==> config.mk <==
export PLATFORM = sky130hd
export DESIGN_NAME = mux_rr_arbiter
export DESIGN_NICKNAME = d
export VERILOG_FILES = /design/src/rtl/mux_pkg.sv /design/src/rtl/mux_rr_arbiter_mux.sv /design/src/rtl/mux_rr_arbiter.sv
export SDC_FILE = /design/constraint.sdc
export NUM_CORES = 1
export LEC_CHECK = 0
export ABC_CLOCK_PERIOD_IN_PS = 4700
export CAP_MARGIN = 25
export CORE_UTILIZATION = 60
export CTS_BUF_LIST = sky130_fd_sc_hd__clkbuf_16
export DETAILED_ROUTE_END_ITERATION = 16
export DONT_BUFFER_PORTS = 1
export GPL_ROUTABILITY_DRIVEN = 0
export PLACE_DENSITY = 0.76
export SLEW_MARGIN = 20
export SYNTH_ARGS = -nofsm -noshare
export SYNTH_HDL_FRONTEND = slang
export SYNTH_SLANG_ARGS = --single-unit
==> constraint.sdc <==
create_clock -name clk -period 4.7 [get_ports clk]
set_input_delay 0 -clock clk [delete_from_list [all_inputs] [get_ports clk]]
set_output_delay 0 -clock clk [all_outputs]
set_load 0.005 [all_outputs]
==> src/rtl/mux_pkg.sv <==
// Shared definitions for the round-robin arbitrated K-to-1 datapath mux.
package mux_pkg;

  localparam int DEF_K     = 4;
  localparam int DEF_SIZE  = 16;
  localparam int DEF_BURST = 4;

  typedef enum logic {
    ST_IDLE  = 1'b0,
    ST_GRANT = 1'b1
  } state_t;

  // Counter width for n values, never narrower than one bit.
  function automatic int clog2_min1(input int n);
    return (n <= 2) ? 1 : $clog2(n);
  endfunction

endpackage

==> src/rtl/mux_rr_arbiter_mux.sv <==
// Plain K-to-1 mux over a flattened bus; requester i occupies bits [i*SIZE +: SIZE].
module Mux_k_to_1 #(
  parameter int K    = 4,
  parameter int SIZE = 16
) (
  input  logic [$clog2(K)-1:0] i_sel,
  input  logic [K*SIZE-1:0]    i_bus,
  output logic [SIZE-1:0]      o_data
);

  logic [SIZE-1:0] w_slices [K];

  for (genvar gi = 0; gi < K; gi++) begin : g_slice
    assign w_slices[gi] = i_bus[gi*SIZE +: SIZE];
  end

  assign o_data = w_slices[i_sel];

endmodule

==> src/rtl/mux_rr_arbiter.sv <==
// Round-robin arbiter owning a K-to-1 datapath mux; an owner keeps the mux for
// up to BURST beats, then the next requester after it wins.
module mux_rr_arbiter
  import mux_pkg::*;
#(
  parameter int K     = DEF_K,
  parameter int SIZE  = DEF_SIZE,
  parameter int BURST = DEF_BURST
) (
  input  logic                 clk,
  input  logic                 rst_n,
  input  logic [K-1:0]         req,
  input  logic [K*SIZE-1:0]    in_bus,
  output logic [K-1:0]         ack,
  output logic [K-1:0]         grant,
  output logic [$clog2(K)-1:0] sel,
  output logic [SIZE-1:0]      out_data,
  output logic                 out_valid,
  input  logic                 out_ready,
  output logic                 busy
);

  localparam int SW = $clog2(K);
  localparam int BW = clog2_min1(BURST);
  localparam logic [BW-1:0] LAST_BEAT = BW'(BURST - 1);

  state_t          r_state, w_state_next;
  logic [SW-1:0]   r_sel, w_sel_next;
  logic [SW-1:0]   r_last, w_last_next;
  logic [BW-1:0]   r_beat, w_beat_next;

  logic            w_busy;
  logic            w_xfer;
  logic            w_release;
  logic [SW-1:0]   w_base;
  logic            w_win_found;
  logic [SW-1:0]   w_win_idx;

  assign w_busy    = (r_state == ST_GRANT);
  assign out_valid = w_busy & req[r_sel];
  assign w_xfer    = out_valid & out_ready;
  assign grant     = w_busy ? (K'(1) << r_sel) : '0;
  assign ack       = w_xfer ? grant : '0;
  assign busy      = w_busy;
  assign sel       = r_sel;

  // A dropped request releases without a beat, so no ack is produced for it.
  assign w_release = w_busy & (~req[r_sel] | (w_xfer & (r_beat == LAST_BEAT)));

  // Searching from base+1 up to base+K puts the current owner last in line.
  assign w_base = w_busy ? r_sel : r_last;

  always_comb begin
    w_win_found = 1'b0;
    w_win_idx   = r_last;
    for (int k = K; k >= 1; k--) begin
      if (req[(int'(w_base) + k) % K]) begin
        w_win_found = 1'b1;
        w_win_idx   = SW'((int'(w_base) + k) % K);
      end
    end
  end

  always_comb begin
    w_state_next = r_state;
    w_sel_next   = r_sel;
    w_last_next  = r_last;
    w_beat_next  = r_beat;
    case (r_state)
      ST_IDLE: begin
        if (w_win_found) begin
          w_state_next = ST_GRANT;
          w_sel_next   = w_win_idx;
          w_last_next  = w_win_idx;
          w_beat_next  = '0;
        end
      end
      ST_GRANT: begin
        if (w_release) begin
          w_beat_next = '0;
          if (w_win_found) begin
            w_sel_next  = w_win_idx;
            w_last_next = w_win_idx;
          end else begin
            w_state_next = ST_IDLE;
          end
        end else if (w_xfer) begin
          w_beat_next = r_beat + BW'(1);
        end
      end
      default: w_state_next = ST_IDLE;
    endcase
  end

  always_ff @(posedge clk or negedge rst_n) begin
    if (!rst_n) begin
      r_state <= ST_IDLE;
      r_sel   <= '0;
      r_last  <= SW'(K - 1);
      r_beat  <= '0;
    end else begin
      r_state <= w_state_next;
      r_sel   <= w_sel_next;
      r_last  <= w_last_next;
      r_beat  <= w_beat_next;
    end
  end

  Mux_k_to_1 #(
    .K    (K),
    .SIZE (SIZE)
  ) u_mux (
    .i_sel  (r_sel),
    .i_bus  (in_bus),
    .o_data (out_data)
  );

endmodule

==> results of run 1 <==
kinds of logic (layout without fill, tap and decap cells):
family,after synthesis,after routing,synth area share (%)
AOI/OAI and AO/OA,20,20,15.77
adders and majority gates,1,1,1.168
muxes,24,24,42.64
and+or+nand+nor,37,37,19.16
buffers and inverters,11,14,4.673
DFF,7,7,16.59
power by group through the flow:
stage                     logic (mW)  clock network (mW)  registers [mW]
final                          0.487               0.145           0.134
after detailed placement       0.447                   0           0.155
after global routing           0.528               0.152           0.138
after global placement         0.438                   0           0.153
after floorplan                0.428                   0           0.117
after CTS                      0.455               0.147           0.155
worst paths after layout:
check	startpoint	slack [ps]	to	depth (start not counted)
setup / recovery	req[0]	2710	r_beat[0]$_DFFE_PN0P_	6
hold / removal	req[3]	30	sel[0]$_DFFE_PN0P_	2
setup reg to reg	sel[1]$_DFFE_PN0P_	2790	r_beat[0]$_DFFE_PN0P_	5
hold reg to reg	r_beat[1]$_DFFE_PN0P_	510	r_beat[1]$_DFFE_PN0P_	1
max in group asynchronous	rst_n	4270	r_last[1]$_DFFE_PN1P_	1
min in group asynchronous	rst_n	120	sel[1]$_DFFE_PN0P_	1
through the flow:
stage | hold WS (ps) | utilization (%) | worst slack [ps] | cell area [sq um] | cells
2_1_floorplan | -295.6 | - | 3086 | 1071 | 100
3_3_place_gp | -295.4 | 67.35 | 2601 | 1074 | 118
3_5_place_dp | -295.4 | 67.35 | 2581 | 1074 | 118
4_1_cts | 35.71 | 74.80 | 2563 | 1192 | 126
5_1_grt | 75.69 | 75.75 | 2568 | 1207 | 127
6_report | 33.25 | 75.75 | 2707 | 1207 | 127
layout by cell type (no fill, tap or decap), types with 2 or more instances in the layout:
cell type      Yosys  routed
mux4_2            17      17
nor2_1             8       8
nand2_1            7       7
inv_1              4       5
nor2b_1            5       5
dfrtp_1            5       5
mux2i_1            4       4
o21ai_0            4       4
dlygate4sd3_1      0       4
nor3_1             3       3
clkbuf_16          0       3
and2_1             2       2
nor3b_1            2       2
and3_1             2       2
nand2b_1           2       2
nand3_1            2       2
mux2_2             2       2
a31oi_1            2       2
dfstp_2            2       2
final cells by class:
type	instances	area, sq um
tap	24	30.03
clock buffer	3	75.07
timing repair buffer	6	62.56
clock inverter	1	3.754
inverter	4	15.01
fill	107	386.6
sequential	7	177.7
multi-input combinational	82	843.3
flip-flops by register name, indices dropped and copies added (netlist names):
| register | cells |
|---|---|
| r_last | 2 |
| r_beat | 2 |
| sel | 2 |
| busy | 1 |
repair_timing:
action	in CTS	in global routing
hold endpoints to repair	10	0
setup buffers	0	0
hold buffers	4	0
per-layer routing:
metal | wire (microns) | share of wire [%] | track usage [%] | vias up
met5 | 0 | 0 | 0 | -
met4 | 12 | 0.40 | 8.485 | 0
met3 | 281 | 9.3 | 6.531 | 2
met2 | 1656 | 55 | 51.18 | 54
met1 | 1083 | 36 | 44.88 | 477
li1 | - | - | - | 414
==> flow_summary.json, run 1 <==
{
  "arrival_ps": 2160,
  "cts_inserted_buffers": 3,
  "synth_area_leaders": "mux4_2 36%, dfrtp_1 12%, dfstp_2 4.9%",
  "pwr-share-comb_pct": 63.6,
  "vias_per_cell": 7.457,
  "tightest_slew_ps": 538.5,
  "die_w_microns": 44.25,
  "clockBufferDepth": 2,
  "syn_inst": 100,
  "crit_family": "buffers and inverters",
  "total_power_mw": 0.7654,
  "violations": "DRC",
  "synth_nets": 172,
  "period_needed_ps": 1993,
  "grt_overflow": 0,
  "post_cts_resize_count": 0,
  "ys_types": 40,
  "grt_pass1_wl_microns": 4574,
  "cp-end-kind": "flop",
  "slew_violations": 0,
  "netSwitchingFraction_pct": 40.87,
  "avgSynthCellArea_sq_um": 10.71,
  "min_path_type": "in2reg",
  "required_ps": 4870,
  "core_area_sq_um": 1594,
  "place.detailed.hpwl_microns": 2257,
  "first_pass_iters": 13,
  "initial_core_util_pct": 67.19,
  "timing.critical_path.mode_cell": "dlygate4sd3_1",
  "drc": 7,
  "syn_area_sq_um": 1071,
  "diodes": 0,
  "cts_root_buf": "clkbuf_16",
  "wl_per_cell_microns": 23.90,
  "clkTransAtPathRegs_ps": 40,
  "fmax_mhz": 501.8,
  "area_delta_synth_final_pct": 12.73,
  "drive_gt1_share_pct": 30.10,
  "fin_crit_sh_pct": 42.40,
  "synth_top_area_share_pct": 35.75,
  "cts_tree": "done",
  "p_sw_mw": 0.3128,
  "setup_viol": 0,
  "grt_pass1_vias": 905,
  "intPower_mw": 0.4526,
  "route.vias.total": 947,
  "portBuffers": 0,
  "startpoint_type": "input port",
  "rsz0062_at_grt": "false",
  "async_flop_share_pct": 100.0,
  "antenna_found_initial": 0,
  "row_count": 14,
  "peakVddDrop_uv": 493.1,
  "worst_path_max_delay_cell": "dlygate4sd3_1",
  "hold_viol": 0,
  "seqPwrFrac_pct": 17.5,
  "die_h_microns": 44.25,
  "powerDensity_nw_per_um2": 634.0,
  "power_leakage_nw": 0.4690,
  "cts_num_sinks": 7,
  "num-nets-final": 176,
  "postRouteAntennaNets": 0,
  "clkPwrFrac_pct": 18.9,
  "worstPathMaxFanout": 7,
  "htree_levels": 1,
  "synth_edf_count": 0,
  "grt_max_degree": 33,
  "drt_iter0_drc": 50,
  "status": "complete, but fails checks",
  "tns_ps": 0,
  "wirelength_microns": 3035,
  "ys_top_cells_by_count": "17 x mux4_2, 8 x nor2_1, 7 x nand2_1, 5 x dfrtp_1, 5 x nor2b_1",
  "path_cells": "dlygate4sd3_1, nor4_2, dlygate4sd3_1, inv_1, o22ai_1, mux2_2",
  "yosysSeqAreaShare_pct": 16.59,
  "yosysMostFrequentCell": "mux4_2",
  "finalClockSkew_ps": 1.760,
  "synthFlopType": "dfrtp_1",
  "worstSetupPathType": "in2reg",
  "synth-seq-cells": 7,
  "clk_latency_ps": 230,
  "yosys_warnings": 0,
  "slew_headroom_pct": 64.10,
  "die-area_sq_um": 1958,
  "path_buf_inv": 3,
  "ioPinCount": 99,
  "grt_usage_pct": 32.16,
  "critPathMaxStageDelay_ps": 650,
  "maxCapViolCount": 0,
  "yosysTopAreaCell": "mux4_2"
}
Note: power is estimated with default switching activity, not from simulation.
==> run 2, diff against run 1 <==
--- a/config.mk
+++ b/config.mk
@@ -5,14 +5,15 @@
 export SDC_FILE = /design/constraint.sdc
 export NUM_CORES = 1
 export LEC_CHECK = 0
-export ABC_CLOCK_PERIOD_IN_PS = 4700
+export ABC_AREA = 1
+export ABC_CLOCK_PERIOD_IN_PS = 1800
 export CAP_MARGIN = 25
-export CORE_UTILIZATION = 60
+export CORE_UTILIZATION = 57
 export CTS_BUF_LIST = sky130_fd_sc_hd__clkbuf_16
 export DETAILED_ROUTE_END_ITERATION = 16
 export DONT_BUFFER_PORTS = 1
 export GPL_ROUTABILITY_DRIVEN = 0
-export PLACE_DENSITY = 0.76
+export PLACE_DENSITY = 0.75
 export SLEW_MARGIN = 20
 export SYNTH_ARGS = -nofsm -noshare
 export SYNTH_HDL_FRONTEND = slang
==> constraint.sdc (replaced) <==
create_clock -name clk -period 1.8 [get_ports clk]
set_input_delay 0 -clock clk [delete_from_list [all_inputs] [get_ports clk]]
set_output_delay 0 -clock clk [all_outputs]
set_load 0.005 [all_outputs]
==> run 2 against run 1 <==
  * The flow now finishes without violations
  * Critical endpoint is now sel[1]$_DFFE_PN0P_
  * Combinational power rose to 4.9 times the previous value
  * Via count rose by 40%
  * Core utilization fell by 4.8 points
  * Global-route usage fell by 3.1 points
  * Final cell count rose by 70%
  * First-iteration DRC count fell by 8.0%
  * Design area rose by 2.6%
==> flow_summary.json, run 2 <==
{
  "status": "completed",
  "syn_inst": 184,
  "synth-seq-cells": 7,
  "die_h_microns": 45.55,
  "hold_viol": 0,
  "seqPwrFrac_pct": 12.0,
  "clkPwrFrac_pct": 12.0,
  "ff_latch_area_sq_um": 178.9,
  "route.vias.total": 1326,
  "rrSetupSlack_ps": 100,
  "synthFlopType": "dfrtp_1",
  "r2r_start": "busy$_DFF_PN0_",
  "fmax_mhz": 589.5,
  "setup_slack_ps": 103.6,
  "multi_input_area_sq_um": 809.5,
  "portBuffers": 0,
  "wirelength_microns": 3132,
  "final_common_cell": "nand2_1",
  "async_flop_share_pct": 100.0,
  "p_sw_mw": 1.731,
  "worstSetupPathType": "reg2reg",
  "num-nets-final": 264,
  "netSwitchingFraction_pct": 54.89,
  "drive_gt1_share_pct": 18.85,
  "grt_pass1_vias": 1002,
  "drt_iter0_drc": 46,
  "avgSynthCellArea_sq_um": 5.875,
  "yosys_warnings": 0,
  "arrival_ps": 1820,
  "top_layer": "met4",
  "yosysSeqAreaShare_pct": 16.44,
  "min_delay_path_depth": 3,
  "place.detailed.hpwl_microns": 2452,
  "cp-end-kind": "flop",
  "tightest_slew_ps": 324.0,
  "fillers": 161,
  "fin_crit_sh_pct": 94.24,
  "maxCapViolCount": 0,
  "cts_tree": "done",
  "htree_levels": 1,
  "grt_max_degree": 17,
  "min_path_type": "in2reg",
  "ioPinCount": 99,
  "setup_viol": 0,
  "row_count": 15,
  "finalClockSkew_ps": 0.4854,
  "final_area_sq_um": 1239,
  "die_w_microns": 45.55,
  "ys_types": 23,
  "required_ps": 1920,
  "area_delta_synth_final_pct": 14.58,
  "period_needed_ps": 1696,
  "worst_hold_slack_ps": 54.57,
  "tns_ps": 0,
  "placed_area_sq_um": 1130,
  "wl_per_cell_microns": 14.50,
  "clk_latency_ps": 230,
  "min_from": "out_ready",
  "met3_length_microns": 323,
  "startpoint_type": "flop",
  "hold_end": "r_beat[1]$_DFFE_PN0P_",
  "synth_top_area_share_pct": 24.31,
  "diodes": 0,
  "grt_usage_pct": 29.02,
  "synth_area_leaders": "nand2_1 24%, a22oi_1 17%, dfrtp_1 12%",
  "cts_inserted_buffers": 3,
  "grt_overflow": 0,
  "synth_nets": 256,
  "antenna_found_initial": 0,
  "peakVddDrop_uv": 1477,
  "rsz0062_at_grt": "false",
  "grt_pass1_wl_microns": 4257,
  "first_pass_iters": 4,
  "core_area_sq_um": 1745,
  "slew_headroom_pct": 78.33,
  "powerDensity_nw_per_um2": 2546,
  "yosysMostFrequentCell": "nand2_1",
  "clockBufferDepth": 2,
  "final_util_pct": 70.97,
  "synth_edf_count": 0,
  "slew_violations": 0,
  "r2r_end": "sel[1]$_DFFE_PN0P_",
  "rr_worst_depth": 12,
  "drc": 0,
  "final_cell_mix": "70 x nand2_1, 25 x a22oi_1, 22 x nand3_1, 13 x inv_1, 11 x nor2_1",
  "initial_core_util_pct": 61.94,
  "die-area_sq_um": 2075,
  "pwr-share-comb_pct": 76.0,
  "intPower_mw": 1.423,
  "dr_wl_met2_microns": 1551,
  "syn_area_sq_um": 1081,
  "dp_slack_ps": 24.14,
  "worstPathMaxFanout": 11,
  "yosysTopAreaCell": "nand2_1",
  "ys_top_cells_by_count": "70 x nand2_1, 25 x a22oi_1, 22 x nand3_1, 12 x inv_1, 12 x nor2_1",
  "power_leakage_nw": 0.6625,
  "wirelength_met1_microns": 1205,
  "clkTransAtPathRegs_ps": 40,
  "postRouteAntennaNets": 0,
  "cts_root_buf": "clkbuf_16",
  "cts_num_sinks": 7,
  "vias_per_cell": 6.139
}
-- run 2: cell types whose count changed after synthesis, moves of 4 or more --
cell     previous run  this run
buf_2               4         0
nand2_1             7        70
mux4_2             17         0
nor2b_1             5         0
nand3_1             2        22
inv_1               4        12
inv_2               0         6
nand2_2             0         4
mux2i_1             4         0
nor2_1              8        12
a22oi_1             0        25
nand2_4             0         4
-- run 2: area by class of cell --
class / count / area share, %
Timing Repair Buffer: 8 / 5.050
Clock buffer: 3 / 6.061
Clock inverter: 1 / 0.3030
Inverter: 20 / 6.263
Tap cell: 25 / 2.525
Multi-Input combinational cell: 152 / 65.35
Sequential cell: 7 / 14.44
-- run 2: logic make-up after synthesis --
kind of cell    share of synthesized area [%]
flops                                   16.44
fa+ha+maj                               1.157
simple gates                            51.16
buf+inv                                 10.18
compound gates                          21.06
-- run 2: worst max path at each step --
stage | from | end | cells past startpoint
3_5_place_dp | busy$_DFF_PN0_ | sel[1]$_DFFE_PN0P_ | 12
2_1_floorplan | busy$_DFF_PN0_ | sel[0]$_DFFE_PN0P_ | 12
4_1_cts | busy$_DFF_PN0_ | sel[1]$_DFFE_PN0P_ | 12
3_3_place_gp | busy$_DFF_PN0_ | sel[1]$_DFFE_PN0P_ | 12
5_1_grt | busy$_DFF_PN0_ | sel[1]$_DFFE_PN0P_ | 12
6_report | busy$_DFF_PN0_ | sel[1]$_DFFE_PN0P_ | 12
-- run 2: power groups by stage --
stage                     Combinational [mW]  Clock (mW)  Sequential, mW
final                                   2.40       0.378           0.380
after global placement                  2.24           0           0.372
after floorplan                         1.92           0           0.355
after CTS                               2.33       0.382           0.373
after global routing                    2.70       0.393           0.392
after detailed placement                2.31           0           0.372
-- run 2: critical path, cell delays in order (launching register included) --
cell and delay (ps):
dfrtp_2 470, inv_4 110, nand2_4 90, nand2_8 110, nand2_1 90, nand3_1 120, nand2_2 80, a21oi_2 140
nand2_2 100, nand2_4 90, inv_2 50, nand3_2 70, nand2_1 50
-- run 2: layer usage --
| layer | track usage [%] | up-vias |
|---|---|---|
| li1 | - | 633 |
| met1 | 35.28 | 600 |
| met2 | 50.00 | 86 |
| met3 | 5.159 | 7 |
| met4 | 11.52 | 0 |
| met5 | 0 | - |
-- run 2: timing repair --
action,4_1_cts,5_1_grt
gates resized for setup,0,5
endpoints found under the setup margin,0,6
hold buffers,1,0
endpoints found under the hold margin,7,0
buffers inserted,0,0
-- run 2: per-stage QoR --
| stage | total power [mW] | instances |
|---|---|---|
| 5_1_grt | 3.485 | 216 |
| 3_3_place_gp | 2.615 | 211 |
| 2_1_floorplan | 2.276 | 184 |
| 6_report | 3.154 | 216 |
| 4_1_cts | 3.083 | 216 |
| 3_5_place_dp | 2.677 | 211 |
==> run 3, diff against run 2 <==
--- a/config.mk
+++ b/config.mk
@@ -6,14 +6,14 @@
 export NUM_CORES = 1
 export LEC_CHECK = 0
 export ABC_AREA = 1
-export ABC_CLOCK_PERIOD_IN_PS = 1800
+export ABC_CLOCK_PERIOD_IN_PS = 1830
 export CAP_MARGIN = 25
-export CORE_UTILIZATION = 57
+export CORE_UTILIZATION = 60
 export CTS_BUF_LIST = sky130_fd_sc_hd__clkbuf_16
 export DETAILED_ROUTE_END_ITERATION = 16
 export DONT_BUFFER_PORTS = 1
 export GPL_ROUTABILITY_DRIVEN = 0
-export PLACE_DENSITY = 0.75
+export PLACE_DENSITY = 0.76
 export SLEW_MARGIN = 20
 export SYNTH_ARGS = -nofsm -noshare
 export SYNTH_HDL_FRONTEND = slang
==> constraint.sdc (replaced) <==
create_clock -name clk -period 1.83 [get_ports clk]
set_input_delay 0 -clock clk [delete_from_list [all_inputs] [get_ports clk]]
set_output_delay 0 -clock clk [all_outputs]
set_load 0.005 [all_outputs]
==> run 3 against run 2 <==
  * Global-route usage increased by 3.5 points
  * Final cell count shrank 0.46%
  * Core utilization is 8.0 points higher
  * Non-clock buffer count unchanged
  * Sequential share of layout area fell by 0.13 points
  * Sequential power rose by 3%
  * Flip-flop and latch count stayed put
  * Clock power about the same
  * Count of clock-buffer cells in the layout unchanged
  * Worst setup slack worse by 6.9 ps
  * Via count grew 2.6%
  * Critical path depth is the same
  * Critical path type unchanged
==> flow_summary.json, run 3 (synthesis results as in run 2) <==
{
  "status": "completed",
  "initial_core_util_pct": 67.82,
  "grt_overflow": 0,
  "worstSetupPathType": "reg2reg",
  "htree_levels": 1,
  "cp-end-kind": "flop",
  "r2r_start": "busy$_DFF_PN0_",
  "row_count": 14,
  "drive_gt1_share_pct": 21.99,
  "slew_headroom_pct": 76.17,
  "cts_inserted_buffers": 3,
  "antenna_found_initial": 0,
  "maxCapViolCount": 0,
  "cts_root_buf": "clkbuf_16",
  "wl_per_cell_microns": 15.70,
  "cts_tree": "done",
  "clk_latency_ps": 230,
  "route.vias.total": 1361,
  "postRouteAntennaNets": 0,
  "grt_pass1_wl_microns": 4733,
  "period_needed_ps": 1733,
  "clkTransAtPathRegs_ps": 40,
  "num-nets-final": 264,
  "grt_usage_pct": 32.52,
  "power_leakage_nw": 0.6653,
  "peakVddDrop_uv": 1829,
  "first_pass_iters": 4,
  "place_inst": 210,
  "grt_max_degree": 17,
  "vias_per_cell": 6.330,
  "clockBufferDepth": 2,
  "final_cell_mix": "68 x nand2_1, 25 x a22oi_1, 21 x nand3_1, 12 x inv_1, 11 x nor2_1",
  "startpoint_type": "flop",
  "wirelength_microns": 3376,
  "worstPathMaxFanout": 11,
  "die_w_microns": 44.45,
  "drt_iter0_drc": 66,
  "min_from": "out_ready",
  "tightest_slew_ps": 356.3,
  "area_delta_synth_final_pct": 16.44,
  "finalClockSkew_ps": 1.672,
  "place.detailed.hpwl_microns": 2715,
  "portBuffers": 0,
  "worstSetupStartpoint": "busy$_DFF_PN0_",
  "setup_viol": 0,
  "drc": 0,
  "die-area_sq_um": 1975,
  "diodes": 0,
  "core_area_sq_um": 1594,
  "arrival_ps": 1850,
  "final_cells": 215,
  "powerDensity_nw_per_um2": 2577,
  "final_common_cell": "nand2_1",
  "die_h_microns": 44.45,
  "required_ps": 1950,
  "cts_num_sinks": 7,
  "hold_viol": 0,
  "fin_crit_sh_pct": 94.72,
  "grt_pass1_vias": 1122,
  "total_power_mw": 3.244,
  "postCtsSetupBuffers": 0,
  "slew_violations": 0,
  "ioPinCount": 99,
  "min_path_type": "in2reg",
  "fmax_mhz": 576.9
}
-- run 3: layer usage --
metal  global-route usage [%]  vias to the layer above  part of all wire (%)
li1                         -                      630                     -
met1                    41.04                      614                    39
met2                    55.29                      109                    50
met3                    4.490                        8                    10
met4                    13.33                        0                   1.5
met5                        0                        -                     0
-- run 3: area by class of cell --
type	instances	area, sq um
multi-input cells	152	828.3
fillers	114	335.3
flip-flops and latches	7	180.2
inverters	20	77.57
clock buffers	3	75.07
repair buffers	8	62.56
well taps	24	30.03
clock inverters	1	5.005
-- run 3: path summary, 6_finish.rpt --
| path | to | slack (ps) | cells past startpoint |
|---|---|---|---|
| worst max-delay path | sel[0]$_DFFE_PN0P_ | 100 | 12 |
| worst min-delay path | r_beat[1]$_DFFE_PN0P_ | 30 | 3 |
| worst max register to register | sel[0]$_DFFE_PN0P_ | 100 | 12 |
| worst min register to register | r_last[1]$_DFFE_PN1P_ | 470 | 2 |
| max in group asynchronous | r_last[0]$_DFFE_PN1P_ | 1420 | 1 |
| min in group asynchronous | sel[1]$_DFFE_PN0P_ | 110 | 1 |
-- run 3: critical path: stages, from the launching register on --
cell,delay (ps)
dfrtp_2,500
inv_4,120
nand2_4,80
nand2_8,110
nand2_2,90
nand2_1,90
nand2_1,90
a21oi_2,190
nand2_2,90
nand2_4,90
inv_2,50
nand3_2,80
nand2_1,50
-- run 3: timing repair --
action / CTS / global route
hold buffers: 1 / 0
endpoints found under the setup margin: 2 / 6
endpoints found under the hold margin: 7 / 0
resized for setup: 1 / 10
cloned: 0 / 0
pin swaps: 0 / 1
-- run 3: power breakdown --
part	internal [mW]	switching (mW)
Clock	0.287	0.0894
Sequential	0.265	0.128
Combinational	0.870	1.60
-- run 3: through the flow --
stage | hold WS [ps] | cell area [sq um] | setup TNS [ps] | setup slack, ps | util, %
2_1_floorplan | -295.6 | 1081 | 0 | 273.2 | -
3_3_place_gp | -295.5 | 1129 | 0 | 54.57 | 70.80
3_5_place_dp | -295.5 | 1129 | -43.39 | -42.13 | 70.80
4_1_cts | 27.69 | 1221 | 0 | 12.58 | 76.61
5_1_grt | 46.96 | 1259 | -3.051 | -3.051 | 78.96
6_report | 34.41 | 1259 | 0 | 96.71 | 78.96
